### config.mk
export PLATFORM = sky130hd
export DESIGN_NAME = popcount_stream
export DESIGN_NICKNAME = d
export VERILOG_FILES = /design/src/rtl/popcount_stream.sv
export SDC_FILE = /design/constraint.sdc
export NUM_CORES = 1
export LEC_CHECK = 0
export ABC_AREA = 1
export CORE_MARGIN = 2
export CORE_UTILIZATION = 40
export CTS_CLUSTER_DIAMETER = 30
export DETAILED_ROUTE_END_ITERATION = 16
export SYNTH_ARGS = -nofsm -noshare
export SYNTH_HDL_FRONTEND = slang
export SYNTH_SLANG_ARGS = --single-unit
export TNS_END_PERCENT = 10
### constraint.sdc
create_clock -name CLK -period 5.3 [get_ports CLK]
set_input_delay 1.59 -clock CLK [delete_from_list [all_inputs] [get_ports CLK]]
set_output_delay 1.59 -clock CLK [all_outputs]
set_load 0.1 [all_outputs]
### src/rtl/popcount_stream.sv
// Sequential ones/zeros counter: examines CHUNK bits of a latched word per clock and
// reports the per-word count plus a saturating running total over a valid/ready pair.
module popcount_stream #(
    parameter  int WIDTH = 16,
    parameter  int CHUNK = 4,
    parameter  int ACC_W = 16,
    localparam int CNT_W = $clog2(WIDTH + 1)
) (
    input  logic             CLK,
    input  logic             RST,
    input  logic             IN_VALID,
    output logic             IN_READY,
    input  logic [WIDTH-1:0] I,
    input  logic             MODE,
    input  logic             ACC,
    output logic             OUT_VALID,
    input  logic             OUT_READY,
    output logic [CNT_W-1:0] NUMBER,
    output logic [ACC_W-1:0] TOTAL,
    output logic             SAT
);

    localparam int N     = WIDTH / CHUNK;
    localparam int IDX_W = (N > 1) ? $clog2(N) : 1;
    localparam int SW    = ACC_W + 1;

    generate
        if (WIDTH % CHUNK != 0) begin : g_bad_chunk
            $error("popcount_stream: WIDTH must be a multiple of CHUNK");
        end
    endgenerate

    typedef enum logic [1:0] {IDLE, COUNT, DONE} state_t;

    state_t                      state;
    logic [N-1:0][CHUNK-1:0]     w;
    logic                        acc_l;
    logic [CNT_W-1:0]            partial;
    logic [IDX_W-1:0]            idx;
    logic [CHUNK-1:0]            cur;
    logic [CNT_W-1:0]            pc;
    logic [CNT_W-1:0]            nxt;
    logic [ACC_W-1:0]            base;
    logic [SW-1:0]               sum;

    // A single-chunk word has nothing to select between.
    generate
        if (N == 1) begin : g_one
            assign cur = w[0];
        end else begin : g_many
            assign cur = w[idx];
        end
    endgenerate

    always_comb begin
        pc = '0;
        for (int b = 0; b < CHUNK; b++) pc = pc + CNT_W'(cur[b]);
    end

    assign nxt  = partial + pc;
    assign base = acc_l ? TOTAL : '0;
    // One extra bit holds the carry that flags overflow before clamping.
    assign sum  = {1'b0, base} + SW'(nxt);

    assign IN_READY  = (state == IDLE);
    assign OUT_VALID = (state == DONE);

    always_ff @(posedge CLK) begin
        if (RST) begin
            state   <= IDLE;
            w       <= '0;
            acc_l   <= 1'b0;
            partial <= '0;
            idx     <= '0;
            NUMBER  <= '0;
            TOTAL   <= '0;
            SAT     <= 1'b0;
        end else begin
            case (state)
                IDLE: if (IN_VALID) begin
                    w       <= MODE ? ~I : I;
                    acc_l   <= ACC;
                    partial <= '0;
                    idx     <= '0;
                    state   <= COUNT;
                end
                COUNT: begin
                    partial <= nxt;
                    idx     <= idx + IDX_W'(1);
                    if (idx == IDX_W'(N - 1)) begin
                        NUMBER <= nxt;
                        TOTAL  <= sum[ACC_W] ? {ACC_W{1'b1}} : sum[ACC_W-1:0];
                        SAT    <= (acc_l & SAT) | sum[ACC_W];
                        state  <= DONE;
                    end
                end
                DONE: if (OUT_READY) state <= IDLE;
                default: state <= IDLE;
            endcase
        end
    end

endmodule

==> results.ini, run 1 <==
[power_and_ir_drop]
power.density_nw_per_um2 = 252
intPower_uw = 635
p_switching_uw = 244
sequentialPowerShare_pct = 44.6
combPwrFrac_pct = 18.9
clockPowerShare_pct = 36.4
vdd_drop_max_mv = 0.131
leakagePower_nw = 1.46
swShare_pct = 27.8

[finish]
fillers = 704
regArea_um2 = 961
postLayoutCoreUtil_pct = 51.0
drive_above_1_share_pct = 9.68
multi_input_area_um2 = 1600
n_antenna_cell = 0
area_delta_synth_final_pct = 22.7
fin_nets = 464

[grt]
grt-ovfl-total = 0
antenna_found_initial = 0
grt_usage_pct = 17.4
grt_pass1_wl_mm = 10.9
grt_pass1_vias = 2388
grt_max_degree = 26

[clock_tree]
clk_latency_ns = 0.30
cts.reportedPaths.clkPinSlew_ns = 0.10
clockRootBuffer = clkbuf_8
clock_path_buffers = 2
htreeDepth = 2
post_cts_buffers = 0
ctsHoldBuffers = 0
cts.sinks = 48
numCtsBuffers = 5
cts_tree = done
ctsResizeCount = 0

[setup_path]
cp.arrival_ns = 4.40
cp-start-kind = flip-flop
crit_required_ns = 5.50
path_buf_inv = 3
worstSetupPathType = flip-flop to flip-flop
endpoint_kind = flip-flop
path_max_fanout = 10
reg2regPathDepth = 18
max_stage_delay_ns = 0.51
path_cells = clkinv_1 > o21ai_0 > o22ai_1 > fa_1 > inv_1 > fa_1 > inv_1 > fa_1 > ha_1 > a21oi_1 > a21boi_1 > nand3_1 > nand2_1 > nand2_1 > nand2_1 > nand2_1 > nor2_1 > nor2_1
critical_path.most_common_cell = nand2_1
cp_top_family = adder cells
cpMaxStageDelayCell = dfxtp_1
crit_cells = 18

[logic_synthesis]
synth_ff_type = dfxtp_1
async_flop_share_pct = 0
synthMuxAreaShare_pct = 0
synth.distinct_cells = 36
synth-xor-area-share_pct = 7.40
synth.area.top_cells = dfxtp_1 34%, nand2_1 9.6%, inv_1 6.6%
synth_fp_nets = 424
netlist.area_leader.share_pct = 33.8
ys_ff_latch = 48
yosysMostFrequentCell = nand2_1
seq_area_frac_synth_pct = 33.8
syn_inst = 393
avgSynthCellArea_um2 = 7.23
syn_area_um2 = 2840
synth_top_family_by_area = simple AND/OR/NAND/NOR gates
synth_largest_area_cell = dfxtp_1
synthAdderAreaFrac_pct = 5.02
synth_top_cells_by_count = 73 x nand2_1, 50 x inv_1, 48 x dfxtp_1
yosys_warnings = 0
synth_compound_area_share_pct = 17.3
synth_edf_count = 0
yosys.area_share.simple_pct = 26.7

[worst_hold_path]
min_path_cells = 2
min_path_type = flip-flop to flip-flop

[detailed_routing]
dr_wl_met2_mm = 2.72
wire_per_inst_um = 11.6
dr_wl_met3_um = 175
vias_per_cell = 4.77
routed_wl_mm = 6.17
ant_nets = 0
via_count = 2529
drcViolationCount = 0
drt_iter0_drc = 146
wl_met1_mm = 3.21
firstDrtPassIters = 4
top_layer = met4

[timing]
final.setup_skew_ns = 0.00952
finalHoldViolations = 0
fin_tns_setup_ns = 0
finalCritPeriodShare_pct = 79.4
fmax_mhz = 238
tightest_slew_ns = 0.989
setup_ws_ns = 1.09
slew_headroom_pct = 33.9
layout_min_cycle_time_ns = 4.21
grt_setup_unrepaired = no
drv_slew = 0
setup_viol = 0

[floorplanning]
rows = 30
die_x_um = 88.3
die_h_um = 88.3
die-area_um2 = 7790
start_util_pct = 41.6
ioPinCount = 46
coreArea_um2 = 6830

[place]
port_buffers = 45
gp_congestion = 0.858
post-place-ws_ns = 1.09
dp_hpwl_mm = 4.67

[run_status]
status = complete, no violations

[job]
drv_cap = 0

-- power groups by stage --
stage                     combinational (mW)  sequential, mW  clock, mW
final                                  0.166           0.392      0.320
after global routing                   0.186           0.395      0.344
after CTS                              0.169           0.392      0.331
after detailed placement               0.168           0.401          0
after global placement                 0.163           0.400          0
after floorplan                        0.120           0.397          0
-- state kept, by name, summed over array words and instances, names as in the netlist --
signal,count
NUMBER,5
SAT,1
TOTAL,16
acc_l,1
idx,2
partial,5
state,2
w,16
-- metal layers --
layer,track usage (%),up-vias
li1,-,1342
met1,24.5,1143
met2,27.7,38
met3,2.71,6
met4,4.96,0
met5,0,-
-- cell families after synthesis --
group	after synthesis
xor+xnor	24
flops	48
fa+ha+maj	9
compound gates	82
simple gates	163
buf+inv	67
-- area by class of cell --
type                    count  share of cell area, %
multi-input cells         278                   46.0
flip-flops and latches     48                   27.6
repair buffers             47                   13.4
inverters                  53                   5.71
well taps                  96                   3.45
clock buffers               5                   1.97
clock inverters             3                   1.97
-- stage by stage --
step           hold slack (ns)  power (mW)  cell area (µm²)  instances
2_1_floorplan            0.429       0.517             2840        393
3_3_place_gp             0.451       0.563             3350        522
3_5_place_dp             0.454       0.568             3350        522
4_1_cts                  0.468       0.893             3490        530
5_1_grt                  0.485       0.926             3490        530
6_report                 0.463       0.879             3490        530
-- placed cells by master, fill, tap and decap left out, types with 3 or more instances in the layout --
cell             netlist  layout
nand2_2                5       5
dfxtp_1               48      48
inv_1                 50      50
nand2_1               73      73
fa_1                   4       4
xor2_1                11      11
ha_1                   5       5
xnor2_1               13      13
o21ai_0               30      30
nor2_1                38      38
a21oi_1               28      28
o21bai_2               6       6
clkbuf_8               0       5
nand4_1                6       6
nor2_2                12      12
a211oi_1               9       9
nand3_1               20      20
clkdlybuf4s50_1        0      45
nand2_4                3       3
-- worst paths after layout --
| check | endpoint | from | slack (ns) |
|---|---|---|---|
| min reg2reg | w[7] | w[7] | 0.46 |
| min | w[7] | w[7] | 0.46 |
| max reg2reg | TOTAL[15] | idx[0] | 1.09 |
| max | TOTAL[15] | idx[0] | 1.09 |
-- worst min-delay path, cell delays in order (launching register included) --
cell and delay (ns):
dfxtp_1 0.31, inv_1 0.06, a21oi_1 0.06
(Power assumes the default switching activity.)
==> run 2: changes to the inputs <==
clock period = 4.14 ns   (was 5.3 ns; I/O delays follow)
==> run 2 against run 1 <==
Non-clock buffer count rose by 4. Via count fell by 1.0%. Utilization fell by 0.27 points. Sequential power rose by 28%. Register-to-register slack got worse by 0.73 ns. Worst hold slack improved by 0.0089 ns. Clock skew fell by 0.0065 ns. Sequential share of layout area rose by 0.15 points.
==> results.ini, run 2 (synthesis gave the netlist of run 1 again) <==
[detailed_routing]
routed_wl_mm = 6.38
firstDrtPassIters = 6
ant_nets = 0
wire_per_inst_um = 11.9
vias_per_cell = 4.69
drt_iter0_drc = 92
via_count = 2503
drcViolationCount = 0

[clock_tree]
clock_path_buffers = 2
cts.reportedPaths.clkPinSlew_ns = 0.09
cts.sinks = 48
clockRootBuffer = clkbuf_8
htreeDepth = 2
numCtsBuffers = 5
clk_latency_ns = 0.30
cts_tree = done
ctsResizeCount = 0
post_cts_buffers = 0
ctsHoldBuffers = 0

[place]
dpl_cell_area_um2 = 3370
gp_congestion = 0.871
dp_hpwl_mm = 4.85
port_buffers = 45

[floorplanning]
die_h_um = 88.3
rows = 30
die_x_um = 88.3
ioPinCount = 46
die-area_um2 = 7790
coreArea_um2 = 6830
start_util_pct = 41.6

[power_and_ir_drop]
swShare_pct = 30.6
vdd_drop_max_mv = 0.161
p_switching_uw = 312
combPwrFrac_pct = 21.7
sequentialPowerShare_pct = 49.1
power.density_nw_per_um2 = 294
leakagePower_nw = 1.46
clockPowerShare_pct = 29.2
intPower_uw = 707

[worst_hold_path]
min_path_type = flip-flop to flip-flop

[timing]
layout_min_cycle_time_ns = 3.77
finalHoldViolations = 0
final.setup_skew_ns = 0.00302
slew_headroom_pct = 33.9
grt_setup_unrepaired = no
fmax_mhz = 265
drv_slew = 0
tightest_slew_ns = 0.989
setup_viol = 0
finalCritPeriodShare_pct = 91.1
fin_tns_setup_ns = 0

[run_status]
status = complete, no violations

[finish]
most-common-layout-cells = 73 x nand2_1, 50 x inv_1, 48 x dfxtp_1
design_area_um2 = 3470
final_common_cell = nand2_1
area_delta_synth_final_pct = 22.1
drive_above_1_share_pct = 10.7
reg_top3 = TOTAL: 16 flops, w: 16 flops
fin_nets = 468
n_antenna_cell = 0

[grt]
grt-ovfl-total = 0
grt_max_degree = 26
grt_pass1_wl_mm = 11.1
grt_pass1_vias = 2383
grt_usage_pct = 18.2
antenna_found_initial = 0

[setup_path]
endpoint_kind = flip-flop
cp.arrival_ns = 3.97
reg2reg_slack_ns = 0.37
crit_required_ns = 4.34
cp-start-kind = flip-flop
worstSetupPathType = flip-flop to flip-flop
path_max_fanout = 15

[job]
drv_cap = 0

run 2: cell types whose count changed in the layout (fill, tap and decap cells not counted), sizes merged:
cell / change
inv: -1
buf: +6
clkdlybuf4s50: -2
clkinvlp: +1
clkbuf: +2
bufinv: -2
run 2: metrics by stage:
step / hold WS, ns / power [mW] / instances / setup slack (ns) / utilization [%]
finish: 0.472 / 1.02 / 534 / 0.367 / 50.8
global placement: 0.454 / 0.724 / 526 / 0.502 / 49.4
detailed placement: 0.457 / 0.730 / 526 / 0.327 / 49.4
floorplan: 0.429 / 0.661 / 393 / 0.222 / -
CTS: 0.472 / 1.03 / 534 / 0.289 / 50.8
global route: 0.483 / 1.08 / 534 / 0.0588 / 50.8
run 2: worst max-delay path, cell delays in order (launching register included):
cell and delay, ns:
dfxtp_1 0.36, clkinv_1 0.12, o21ai_0 0.21, o22ai_1 0.12, fa_1 0.51, inv_1 0.05
fa_1 0.41, inv_1 0.10, fa_1 0.51, fa_1 0.48, nand4_1 0.12, nand2_2 0.09
nand2_2 0.09, nand2_4 0.07, nand3_4 0.07, nand2_4 0.14, o21ai_1 0.17, inv_1 0.05
run 2: power groups by stage:
stage,combinational (mW),sequential (mW),clock (mW)
2_1_floorplan,0.153,0.508,0
3_3_place_gp,0.213,0.511,0
3_5_place_dp,0.219,0.511,0
4_1_cts,0.222,0.500,0.308
5_1_grt,0.250,0.504,0.328
6_report,0.221,0.500,0.297
run 2: worst paths after layout:
kind                from        to  cells past startpoint
setup / recovery  idx[0]  TOTAL[5]                     17
hold / removal      w[1]      w[1]                      2
setup reg to reg  idx[0]  TOTAL[5]                     17
hold reg to reg     w[1]      w[1]                      2
run 2: layout make-up:
| cell class | count | area (µm²) |
|---|---|---|
| clock buffers | 7 | 86.3 |
| clock inverters | 1 | 7.51 |
| fillers | 722 | 3360 |
| inverters | 53 | 199 |
| multi-input cells | 278 | 1600 |
| flip-flops and latches | 48 | 961 |
| well taps | 96 | 120 |
| repair buffers | 51 | 490 |
run 2: layer usage:
layer / GRT usage (%) / share of wire, %
met1: 25.5 / 51
met3: 2.33 / 2.2
met4: 6.34 / 1.6
met2: 28.8 / 45
met5: 0 / 0
==> run 3: changes to the inputs <==
GPL_ROUTABILITY_DRIVEN = 0   (was default)
==> results of run 3 <==
The final DEF is identical to that of run 2; final timing and power are the same.
